`config.mk`:
```
export PLATFORM = sky130hd
export DESIGN_NAME = pipelined_floating_point_adder
export DESIGN_NICKNAME = d
export VERILOG_FILES = /design/src/rtl/pipelined_floating_point_adder.sv
export SDC_FILE = /design/constraint.sdc
export NUM_CORES = 1
export LEC_CHECK = 0
export BUFFER_PORTS_ARGS = -buffer_cell sky130_fd_sc_hd__buf_4
export CORE_MARGIN = 2
export CORE_UTILIZATION = 40
export DETAILED_ROUTE_END_ITERATION = 10
export PLACE_DENSITY = 0.54
export SKIP_CTS_REPAIR_TIMING = 1
export SLEW_MARGIN = 25
export SYNTH_ARGS = -nofsm -noshare
export SYNTH_HDL_FRONTEND = slang
export SYNTH_SLANG_ARGS = --single-unit
```
`constraint.sdc`:
```
create_clock -name clk -period 6.86 [get_ports clk]
set_input_delay 2.058 -clock clk [delete_from_list [all_inputs] [get_ports clk]]
set_output_delay 2.058 -clock clk [all_outputs]
set_load 0.01 [all_outputs]
```
`src/rtl/pipelined_floating_point_adder.sv`:
```
`default_nettype none
// ============================================================================
// Module   : pipelined_floating_point_adder
// Brief    : 3-stage IEEE-754 style add/sub, valid/ready, tag, sticky flags.
//            Define FP_ADDER_SUBNORMAL_EN for gradual underflow (else FTZ/DAZ).
// Revision : 1.0
// ============================================================================
module pipelined_floating_point_adder #(
  parameter  int EXPONENT_WIDTH  = 8,
  parameter  int MANTISSA_WIDTH  = 23,
  parameter  int TAG_WIDTH       = 4,
  localparam int FLOAT_BIT_WIDTH = EXPONENT_WIDTH + MANTISSA_WIDTH + 1
) (
  input  logic                       clk,
  input  logic                       rst_n,
  input  logic                       in_valid,
  output logic                       in_ready,
  input  logic [FLOAT_BIT_WIDTH-1:0] a,
  input  logic [FLOAT_BIT_WIDTH-1:0] b,
  input  logic                       subtract,
  input  logic [TAG_WIDTH-1:0]       in_tag,
  output logic                       out_valid,
  input  logic                       out_ready,
  output logic [FLOAT_BIT_WIDTH-1:0] out,
  output logic [TAG_WIDTH-1:0]       out_tag,
  output logic                       underflow_flag,
  output logic                       overflow_flag,
  output logic                       invalid_operation_flag,
  input  logic                       clear_sticky,
  output logic [2:0]                 sticky_flags
);
  localparam int FW  = FLOAT_BIT_WIDTH;
  localparam int EW  = EXPONENT_WIDTH;
  localparam int MW  = MANTISSA_WIDTH;
  localparam int EW2 = EW + 2;
  localparam int XW  = MW + 4;            // hidden + fraction + guard/round/sticky
  localparam int SW  = MW + 5;            // XW plus carry
  localparam int LZW = $clog2(XW + 1);
  localparam logic [EW-1:0] SHIFT_LIM = EW'(MW + 3);

  typedef struct packed {
    logic [FW-1:0]        a;
    logic [FW-1:0]        b;
    logic                 sub;
    logic [TAG_WIDTH-1:0] tag;
  } s0_t;

  typedef struct packed {
    logic                 sign;
    logic                 zsign;
    logic                 sub;
    logic [EW-1:0]        exp;
    logic [XW-1:0]        mant_l;
    logic [XW-1:0]        mant_s;
    logic                 spec;
    logic [FW-1:0]        spec_val;
    logic                 inv;
    logic                 ovf;
    logic                 tiny;
    logic [TAG_WIDTH-1:0] tag;
  } s1_t;

  typedef struct packed {
    logic                 sign;
    logic                 zsign;
    logic [EW-1:0]        exp;
    logic [SW-1:0]        sum;
    logic                 spec;
    logic [FW-1:0]        spec_val;
    logic                 inv;
    logic                 ovf;
    logic                 tiny;
    logic [TAG_WIDTH-1:0] tag;
  } s2_t;

  logic                 advance;
  logic                 v0_q, v0_d, v1_q, v1_d, v2_q, v2_d, v3_q, v3_d;
  s0_t                  s0_q, s0_d;
  s1_t                  s1_q, s1_d;
  s2_t                  s2_q, s2_d;
  logic [FW-1:0]        out_q, out_d;
  logic [TAG_WIDTH-1:0] tag3_q, tag3_d;
  logic [2:0]           flags_q, flags_d;
  logic [2:0]           sticky_q, sticky_d;

  assign advance = ~v3_q | out_ready;
  assign in_ready = advance;

  // Input capture
  always_comb begin
    v0_d = advance ? in_valid : v0_q;
    s0_d = advance ? {a, b, subtract, in_tag} : s0_q;
  end

  // Stage 1: unpack, classify, swap, align
  logic          a_sign, b_sign, a_ge, l_sign, tiny_in;
  logic [EW-1:0] a_exp, b_exp, a_e, b_e, l_e, s_e, shift;
  logic [MW-1:0] a_frac, b_frac;
  logic [MW:0]   a_m, b_m, l_m, s_m;
  logic [XW-1:0] ext, lost, aligned;
  logic          a_nan, b_nan, a_inf, b_inf;

  assign a_sign = s0_q.a[FW-1];
  assign b_sign = s0_q.b[FW-1] ^ s0_q.sub;
  assign a_exp  = s0_q.a[FW-2:MW];
  assign b_exp  = s0_q.b[FW-2:MW];
  assign a_frac = s0_q.a[MW-1:0];
  assign b_frac = s0_q.b[MW-1:0];
  assign a_nan  = (&a_exp) & (|a_frac);
  assign b_nan  = (&b_exp) & (|b_frac);
  assign a_inf  = (&a_exp) & ~(|a_frac);
  assign b_inf  = (&b_exp) & ~(|b_frac);

  always_comb begin
`ifdef FP_ADDER_SUBNORMAL_EN
    a_e     = (a_exp == '0) ? EW'(1) : a_exp;
    b_e     = (b_exp == '0) ? EW'(1) : b_exp;
    a_m     = {a_exp != '0, a_frac};
    b_m     = {b_exp != '0, b_frac};
    tiny_in = 1'b0;
`else
    a_e     = a_exp;
    b_e     = b_exp;
    a_m     = (a_exp == '0) ? '0 : {1'b1, a_frac};
    b_m     = (b_exp == '0) ? '0 : {1'b1, b_frac};
    // Both operands flushed, yet their true sum would have been nonzero
    tiny_in = (a_exp == '0) && (b_exp == '0) && ((a_frac | b_frac) != '0) &&
              !((a_frac == b_frac) && (a_sign != b_sign));
`endif
    a_ge    = {a_e, a_m} >= {b_e, b_m};
    l_e     = a_ge ? a_e : b_e;
    s_e     = a_ge ? b_e : a_e;
    l_m     = a_ge ? a_m : b_m;
    s_m     = a_ge ? b_m : a_m;
    l_sign  = a_ge ? a_sign : b_sign;
    shift   = l_e - s_e;
    ext     = {s_m, 3'b000};
    lost    = ext & ~({XW{1'b1}} << shift);
    aligned = (shift >= SHIFT_LIM) ? {{(XW-1){1'b0}}, |ext}
                                   : ((ext >> shift) | {{(XW-1){1'b0}}, |lost});

    v1_d = advance ? v0_q : v1_q;
    s1_d = s1_q;
    if (advance) begin
      s1_d.sign     = l_sign;
      s1_d.zsign    = a_sign & b_sign;
      s1_d.sub      = a_sign ^ b_sign;
      s1_d.exp      = l_e;
      s1_d.mant_l   = {l_m, 3'b000};
      s1_d.mant_s   = aligned;
      s1_d.spec     = 1'b0;
      s1_d.spec_val = '0;
      s1_d.inv      = 1'b0;
      s1_d.ovf      = 1'b0;
      s1_d.tiny     = tiny_in;
      s1_d.tag      = s0_q.tag;
      if (a_nan | b_nan | (a_inf & b_inf & (a_sign != b_sign))) begin
        s1_d.spec     = 1'b1;
        s1_d.spec_val = {1'b1, {EW{1'b1}}, 1'b1, {(MW-1){1'b0}}};
        s1_d.inv      = 1'b1;
      end else if (a_inf | b_inf) begin
        s1_d.spec     = 1'b1;
        s1_d.spec_val = {a_inf ? a_sign : b_sign, {EW{1'b1}}, {MW{1'b0}}};
        s1_d.ovf      = 1'b1;
      end
    end
  end

  // Stage 2: magnitude add/subtract (mant_l >= mant_s by construction)
  always_comb begin
    v2_d = advance ? v1_q : v2_q;
    s2_d = s2_q;
    if (advance) begin
      s2_d.sign     = s1_q.sign;
      s2_d.zsign    = s1_q.zsign;
      s2_d.exp      = s1_q.exp;
      s2_d.sum      = s1_q.sub ? ({1'b0, s1_q.mant_l} - {1'b0, s1_q.mant_s})
                               : ({1'b0, s1_q.mant_l} + {1'b0, s1_q.mant_s});
      s2_d.spec     = s1_q.spec;
      s2_d.spec_val = s1_q.spec_val;
      s2_d.inv      = s1_q.inv;
      s2_d.ovf      = s1_q.ovf;
      s2_d.tiny     = s1_q.tiny;
      s2_d.tag      = s1_q.tag;
    end
  end

  // Stage 3: normalise, round to nearest even, pack
  logic [LZW-1:0]    lz;
  logic [EW2-1:0]    ext_exp, e_n, res_exp;
  logic [XW-1:0]     norm;
  logic              flush, is_zero, round_up, inexact;
  logic [EW2+MW-1:0] packed_r;
  logic [FW-1:0]     res;
  logic [2:0]        res_flags;
  logic              hs;

  always_comb begin
    lz = LZW'(XW);
    for (int i = 0; i < XW; i++) begin
      if (s2_q.sum[i]) lz = LZW'(XW - 1 - i);
    end
    ext_exp = {2'b00, s2_q.exp};
    is_zero = ~(|s2_q.sum);
    norm    = '0;
    e_n     = '0;
    flush   = 1'b0;
    if (s2_q.sum[SW-1]) begin
      norm = {s2_q.sum[SW-1:2], |s2_q.sum[1:0]};
      e_n  = ext_exp + EW2'(1);
    end else if (ext_exp > EW2'(lz)) begin
      norm = s2_q.sum[XW-1:0] << lz;
      e_n  = ext_exp - EW2'(lz);
    end else begin
`ifdef FP_ADDER_SUBNORMAL_EN
      norm = s2_q.sum[XW-1:0] << (s2_q.exp - EW'(1));
      e_n  = '0;
`else
      flush = 1'b1;
`endif
    end
    inexact  = |norm[2:0];
    round_up = norm[2] & (norm[1] | norm[0] | norm[3]);
    // A mantissa carry from rounding propagates straight into the exponent
    packed_r = {e_n, norm[XW-2:3]} + {{(EW2+MW-1){1'b0}}, round_up};
    res_exp  = packed_r[EW2+MW-1:MW];

    res       = {s2_q.sign, packed_r[EW+MW-1:0]};
    res_flags = {2'b00, (res_exp == '0) & inexact};
    if (s2_q.spec) begin
      res       = s2_q.spec_val;
      res_flags = {s2_q.inv, s2_q.ovf, 1'b0};
    end else if (is_zero) begin
      res       = {s2_q.zsign, {(FW-1){1'b0}}};
      res_flags = {2'b00, s2_q.tiny};
    end else if (flush) begin
      res       = {s2_q.sign, {(FW-1){1'b0}}};
      res_flags = 3'b001;
    end else if (res_exp >= {2'b00, {EW{1'b1}}}) begin
      res       = {s2_q.sign, {EW{1'b1}}, {MW{1'b0}}};
      res_flags = 3'b010;
    end

    v3_d    = advance ? v2_q : v3_q;
    out_d   = advance ? res : out_q;
    tag3_d  = advance ? s2_q.tag : tag3_q;
    flags_d = advance ? res_flags : flags_q;

    hs       = v3_q & out_ready;
    sticky_d = sticky_q;
    if (clear_sticky) sticky_d = hs ? flags_q : 3'b000;
    else if (hs)      sticky_d = sticky_q | flags_q;
  end

  always_ff @(posedge clk) begin
    if (!rst_n) begin
      v0_q     <= 1'b0;
      v1_q     <= 1'b0;
      v2_q     <= 1'b0;
      v3_q     <= 1'b0;
      s0_q     <= '0;
      s1_q     <= '0;
      s2_q     <= '0;
      out_q    <= '0;
      tag3_q   <= '0;
      flags_q  <= '0;
      sticky_q <= '0;
    end else begin
      v0_q     <= v0_d;
      v1_q     <= v1_d;
      v2_q     <= v2_d;
      v3_q     <= v3_d;
      s0_q     <= s0_d;
      s1_q     <= s1_d;
      s2_q     <= s2_d;
      out_q    <= out_d;
      tag3_q   <= tag3_d;
      flags_q  <= flags_d;
      sticky_q <= sticky_d;
    end
  end

  assign out_valid              = v3_q;
  assign out                    = out_q;
  assign out_tag                = tag3_q;
  assign invalid_operation_flag = flags_q[2];
  assign overflow_flag          = flags_q[1];
  assign underflow_flag         = flags_q[0];
  assign sticky_flags           = sticky_q;

endmodule
`default_nettype wire
```
==> reports/results.txt, run 1 <==
H-tree depth: 1
commonest non-fill, non-tap cell in the layout: nand2_1
ratio of cells with drive above 1 in the final layout: 12.0%
clk sinks: 233
Critical Path RT: 7.36 ns
CP endpoint kind: flop
crit path max-delay cell type: or4b_1
# diodes: 0
initial antenna violation count: 0
commonest cells after routing, fill and taps aside: nand2_1 (457), dfxtp_1 (232), a21oi_1 (215), nor2_1 (212), buf_4 (171)
CTS tree: yes
NumNets Final: 2751
port bufs: 117
full die area: 0.0470 mm²
#FFs+latches synth: 233
Clock Pin Slew Worst Setup and Hold Paths: 0.06 ns
fmax: 161 MHz
Lkg Pwr: 8.47 nW
IO Pins: 118
Non-Filler Instances: 3176
final setup vio count: 0
GP Congestion: 0.941
Critical Path Fanout Max: 16
syn_nets: 2709
warnings from Yosys: 0
Residual DRC: 0
clock skew: 0.0224 ns
Core Rows: 77
core area: 0.0444 mm²
DR vias/cell: 5.81
post-route ant nets: 0
largest net degree at the start of global routing: 147
Area Growth Syn to Fin: 13.2%
vias in the first global route: 17500
Die W: 217 µm
Initial Utilization: 40.8%
Mean Syn Cell Area: 7.19 µm²
GRT Overall Usage: 25.5%
Mapped Cells: 2520
Relative slew margins: 27.8%
Peak VDD IR: 0.218 mV
Die Height: 217 µm
maxcap violations: 0
status: finished, final reports clean
Detailed Place HPWL: 46.7 mm
sequential area share after synthesis: 25.8%
wire length per cell: 19.3 µm
CP Cell Sequence: nor4_1 > nand2_1 > buf_4 > nand2_1 > ha_1 > a211oi_1 > o21ai_1 > a221o_1 > o21ai_0 > a221oi_1 > a21oi_1 > ha_1 > a2111oi_2 > a2111oi_0 > a211oi_1 > or4b_1 > o311ai_4 > and2b_1 > o311a_2 > and3_1 > nand3_1 > a21oi_1
type of the tightest min-delay check: reg -> reg
Root Driver: clkbuf_16
Pins Over Slew Limit: 0
synthesized area: 0.0181 mm²
Clk Latency, worst-skew pair: 0.59 ns
fraction of registers with async set/reset: 0%
commonest register cell after synthesis: dfxtp_1
Vias: 18400
DP Cell Count: 3123
final WL: 61.2 mm
number of flops mapped to enable cells by yosys: 0
power density over cell area: 282 mW/mm²
number of DRC markers in iteration 0: 1489
total CTS buffers: 29
Max stage delay on crit path: 0.60 ns
Final Critical Period: 6.23 ns
Fin. Hold Viols: 0
TNS Setup: 0 ns
Overflow after GRT: 0
post-synthesis cell type count: 106
Startpoint Class: flop
first-pass GRT wire length: 97.3 mm
Setup CP Type: reg -> reg
final core occ: 46.2%
data arrival time of the worst path: 6.73 ns
actual slew at the worst max-slew pin: 1.08 ns
Tcrit/Tclk final: 90.8%
unrepaired setup endpoints after global routing: false
Pre-Repair DR Iteration Count: 5
Clock Path Buffers: 3
==> worst max-delay path, delay by kind of cell (launching register included) <==
family	cells	cell delay (ns)
AOI/OAI and AO/OA	12	2.73
adders and majority gates	2	0.52
buffers and inverters	1	0.32
DFF	1	0.35
and+or+nand+nor	7	2.21
==> synthesized netlist by cell type, types with 18 or more instances <==
cell | n | share of area, %
a211oi_1 | 41 | 1.7
a21oi_1 | 216 | 6.0
a22o_1 | 21 | 1.0
a22oi_1 | 28 | 1.2
a31oi_1 | 24 | 0.83
buf_2 | 29 | 0.80
clkbuf_1 | 107 | 2.2
dfxtp_1 | 233 | 26
ha_1 | 113 | 7.8
inv_1 | 158 | 3.3
mux2i_1 | 44 | 2.4
nand2_1 | 457 | 9.5
nand2b_1 | 19 | 0.66
nand3_1 | 76 | 2.1
nand4_1 | 21 | 0.73
nor2_1 | 214 | 4.4
nor3_1 | 51 | 1.4
nor4_1 | 35 | 1.2
o211ai_1 | 48 | 2.0
o21a_1 | 21 | 0.87
o21ai_0 | 148 | 4.1
o21ai_1 | 18 | 0.50
o31ai_1 | 18 | 0.75
xnor2_1 | 50 | 2.4
==> layout make-up <==
type,instances,area (µm²)
multi-input combinational,1963,12200
inverter,163,622
fill,4612,23900
clock inverter,17,199
timing repair buffer,172,1300
tap,592,741
sequential,233,4670
clock buffer,36,782
==> registers in the layout, summed over array words and instances, names as in the netlist <==
| signal | flops |
|---|---|
| a_e | 8 |
| out_tag | 4 |
| b_frac | 23 |
| flags_q | 3 |
| out_valid | 1 |
| v2_q | 1 |
| v1_q | 1 |
| a_sign | 1 |
| out | 32 |
| v0_q | 1 |
| a_frac | 23 |
| b_e | 8 |
| s1_q | 71 |
| s2_q | 39 |
| s0_q | 6 |
| sticky_flags | 3 |
| ext_exp | 8 |
==> cells by family (layout without fill, tap and decap cells) <==
kind of cell,after synthesis,in the layout,synth area share (%)
multiplexers,64,64,4.05
flip-flops,233,233,25.8
AO/OA/AOI/OAI,752,752,27.6
buffers and inverters,324,388,7.37
XOR/XNOR,63,63,3.05
adder cells (fa/ha/maj),115,115,8.03
AND/OR/NAND/NOR,969,969,24.1
==> stage by stage <==
| stage | total power, mW | hold slack [ns] | setup slack, ns | area, µm² |
|---|---|---|---|---|
| 2_1_floorplan | 3.44 | 0.427 | 1.53 | 18100 |
| 3_3_place_gp | 4.22 | 0.439 | 0.818 | 19500 |
| 3_5_place_dp | 4.21 | 0.444 | 0.694 | 19500 |
| 4_1_cts | 5.80 | 0.451 | 0.659 | 20500 |
| 5_1_grt | 6.15 | 0.471 | 0.0894 | 20500 |
| 6_report | 5.79 | 0.449 | 0.632 | 20500 |
==> path summary, 6_finish.rpt <==
path / startpoint / to / slack (ns) / cells after the start
max: b_e[5] / s1_q[61] / 0.63 / 22
min: s2_q[29] / s2_q[29] / 0.45 / 2
max reg2reg: b_e[5] / s1_q[61] / 0.63 / 22
min reg2reg: s2_q[29] / s2_q[29] / 0.45 / 2
==> power by group <==
part           internal, mW  switching (mW)
Sequential             1.45           0.125
Combinational         0.953            1.69
Clock                 0.928           0.636
Total                  3.33            2.45
==> layer usage <==
metal	global-route usage [%]	part of all wire [%]
met2	41.7	45
met4	8.81	3.8
met5	0	0
met3	2.84	5.4
met1	34.8	46
Power figures use the tool's default switching activity.
==> run 2: changes to the inputs <==
==> constraint.sdc (replaced) <==
create_clock -name clk -period 5.9 [get_ports clk]
set_input_delay 1.77 -clock clk [delete_from_list [all_inputs] [get_ports clk]]
set_output_delay 1.77 -clock clk [all_outputs]
set_load 0.01 [all_outputs]
==> reports/results.txt, run 2 (synthesis gave the netlist of run 1 again) <==
Peak VDD IR: 0.233 mV (+7.3%)
Vias: 18700 (+1.5%)
final setup vio count: 0 (unchanged)
actual slew at the worst max-slew pin: 0.904 ns (-0.180 ns)
Startpoint Class: flop
Clock Path Buffers: 3 (unchanged)
power density over cell area: 323 mW/mm² (+15%)
post-route ant nets: 0 (unchanged)
vias in the first global route: 18100 (+3.3%)
Relative slew margins: 39.8% (+12 points)
type of the tightest min-delay check: reg -> reg
largest net degree at the start of global routing: 94 (-36%)
Final Critical Period: 5.56 ns (-0.670 ns)
Critical Path Fanout Max: 19 (+3)
max reg flops: 71 (unchanged)
GR Layer Usage met3: 2.33% (-0.50 points)
Non-Filler Instances: 3271 (+3.0%)
commonest non-fill, non-tap cell in the layout: nand2_1
Initial Utilization: 40.8% (unchanged)
Root Driver: clkbuf_16
Post-DP Area: 0.0203 mm² (+3.8%)
Residual DRC: 0 (unchanged)
number of DRC markers in iteration 0: 1459 (-2.0%)
Pre-Repair DR Iteration Count: 5 (unchanged)
port bufs: 117 (unchanged)
initial antenna violation count: 2 (+2)
NumNets Final: 2847 (+3.5%)
Layout fillers: 4608 (-0.087%)
GR peak layer: met2
Seq pwr share: 26.4% (-0.8 points)
Top reg by flops: s1_q
clock skew: 0.0237 ns (+0.00126 ns)
total CTS buffers: 28 (-3.4%)
GR Util met2: 43.1% (+1.4 points)
Die Height: 217 µm (unchanged)
first-pass GRT wire length: 101 mm (+3.4%)
core area: 0.0444 mm² (unchanged)
Clock power frac: 24.7% (-2.3 points)
Lkg Pwr: 8.93 nW (+5.4%)
P_int: 3.94 mW (+18%)
Fin. Hold Viols: 0 (unchanged)
Switching Fraction: 42.4% (+0.049 points)
Max stage delay on crit path: 0.58 ns (-0.02 ns)
flop2flop setup slack: 0.34 ns (-0.29 ns)
GRT Overall Usage: 26.4% (+0.93 points)
# diodes: 0 (unchanged)
Final Cell Area: 0.0212 mm² (+3.3%)
fmax: 180 MHz (+12%)
Logic pwr share: 48.9% (+3.2 points)
met1 Use GR: 36.9% (+2.1 points)
commonest cells after routing, fill and taps aside: nand2_1 (457), buf_4 (264), dfxtp_1 (232), a21oi_1 (215), nor2_1 (213)
data arrival time of the worst path: 6.05 ns (-0.68 ns)
maxcap violations: 0 (unchanged)
H-tree depth: 1 (unchanged)
Tcrit/Tclk final: 94.2% (+3.4 points)
CP most frequent cell: buf_4
Setup CP Type: reg -> reg
wire length per cell: 19.3 µm (about the same)
clk sinks: 233 (unchanged)
CP endpoint kind: flop
ratio of cells with drive above 1 in the final layout: 15.1% (+3.2 points)
IO Pins: 118 (unchanged)
CTS tree: yes
final WL: 63.0 mm (+2.9%)
Switch Pwr: 2.91 mW (+19%)
Critical Path RT: 6.40 ns (-0.96 ns)
DR vias/cell: 5.72 (-1.4%)
GP Congestion: 0.941 (about the same)
Power Total: 6.85 mW (+18%)
Core Rows: 77 (unchanged)
Detailed Place HPWL: 48.7 mm (+4.2%)
crit path max-delay cell type: or4b_1
Clk Latency, worst-skew pair: 0.58 ns (about the same)
DP Cell Count: 3219 (+3.1%)
Clock Pin Slew Worst Setup and Hold Paths: 0.06 ns (about the same)
Die W: 217 µm (unchanged)
status: finished, final reports clean
Pins Over Slew Limit: 0 (unchanged)
Overflow after GRT: 0 (unchanged)
CP top delay family: compound AO/OA/AOI/OAI gates
full die area: 0.0470 mm² (unchanged)
Area Growth Syn to Fin: 16.9%
crit path buf inv count: 5 (+4)
final core occ: 47.7% (+1.5 points)
[run 2: cell type report]
type,instances,area [µm²],share of cell area [%]
Timing Repair Buffer,269,2060,9.72
Sequential cell,233,4670,22.0
Tap cell,592,741,3.50
Inverter,163,622,2.94
Clock inverter,14,123,0.579
Clock buffer,37,774,3.66
Multi-Input combinational cell,1963,12200,57.6
[run 2: worst min-delay path, cell delays in order (launching register included)]
cell	delay, ns
dfxtp_1	0.30
nand2_1	0.05
a21oi_1	0.05
[run 2: per-stage QoR]
step | TNS [ns] | hold slack (ns) | setup slack (ns)
3_3_place_gp | 0 | 0.439 | 0.251
4_1_cts | 0 | 0.451 | 0.206
2_1_floorplan | 0 | 0.427 | 0.575
3_5_place_dp | 0 | 0.444 | 0.240
6_report | 0 | 0.450 | 0.343
5_1_grt | -0.0387 | 0.473 | -0.0193
[run 2: power groups by stage]
stage	combinational, mW	sequential, mW	clock, mW
2_1_floorplan	2.19	1.81	0
6_report	3.35	1.81	1.69
5_1_grt	3.65	1.83	1.80
3_3_place_gp	3.29	1.84	0
3_5_place_dp	3.28	1.84	0
4_1_cts	3.29	1.81	1.74
[run 2: path summary, 6_finish.rpt]
kind	from	endpoint	cells past startpoint
setup / recovery	a_e[4]	s1_q[41]	25
hold / removal	s2_q[29]	s2_q[29]	2
setup reg to reg	a_e[4]	s1_q[41]	25
hold reg to reg	s2_q[29]	s2_q[29]	2
[run 2: metal layers]
metal / up-vias / wire length, µm
li1: 9267 / -
met5: - / 0
met4: 0 / 1970
met3: 125 / 2740
met1: 8789 / 29800
met2: 539 / 28500
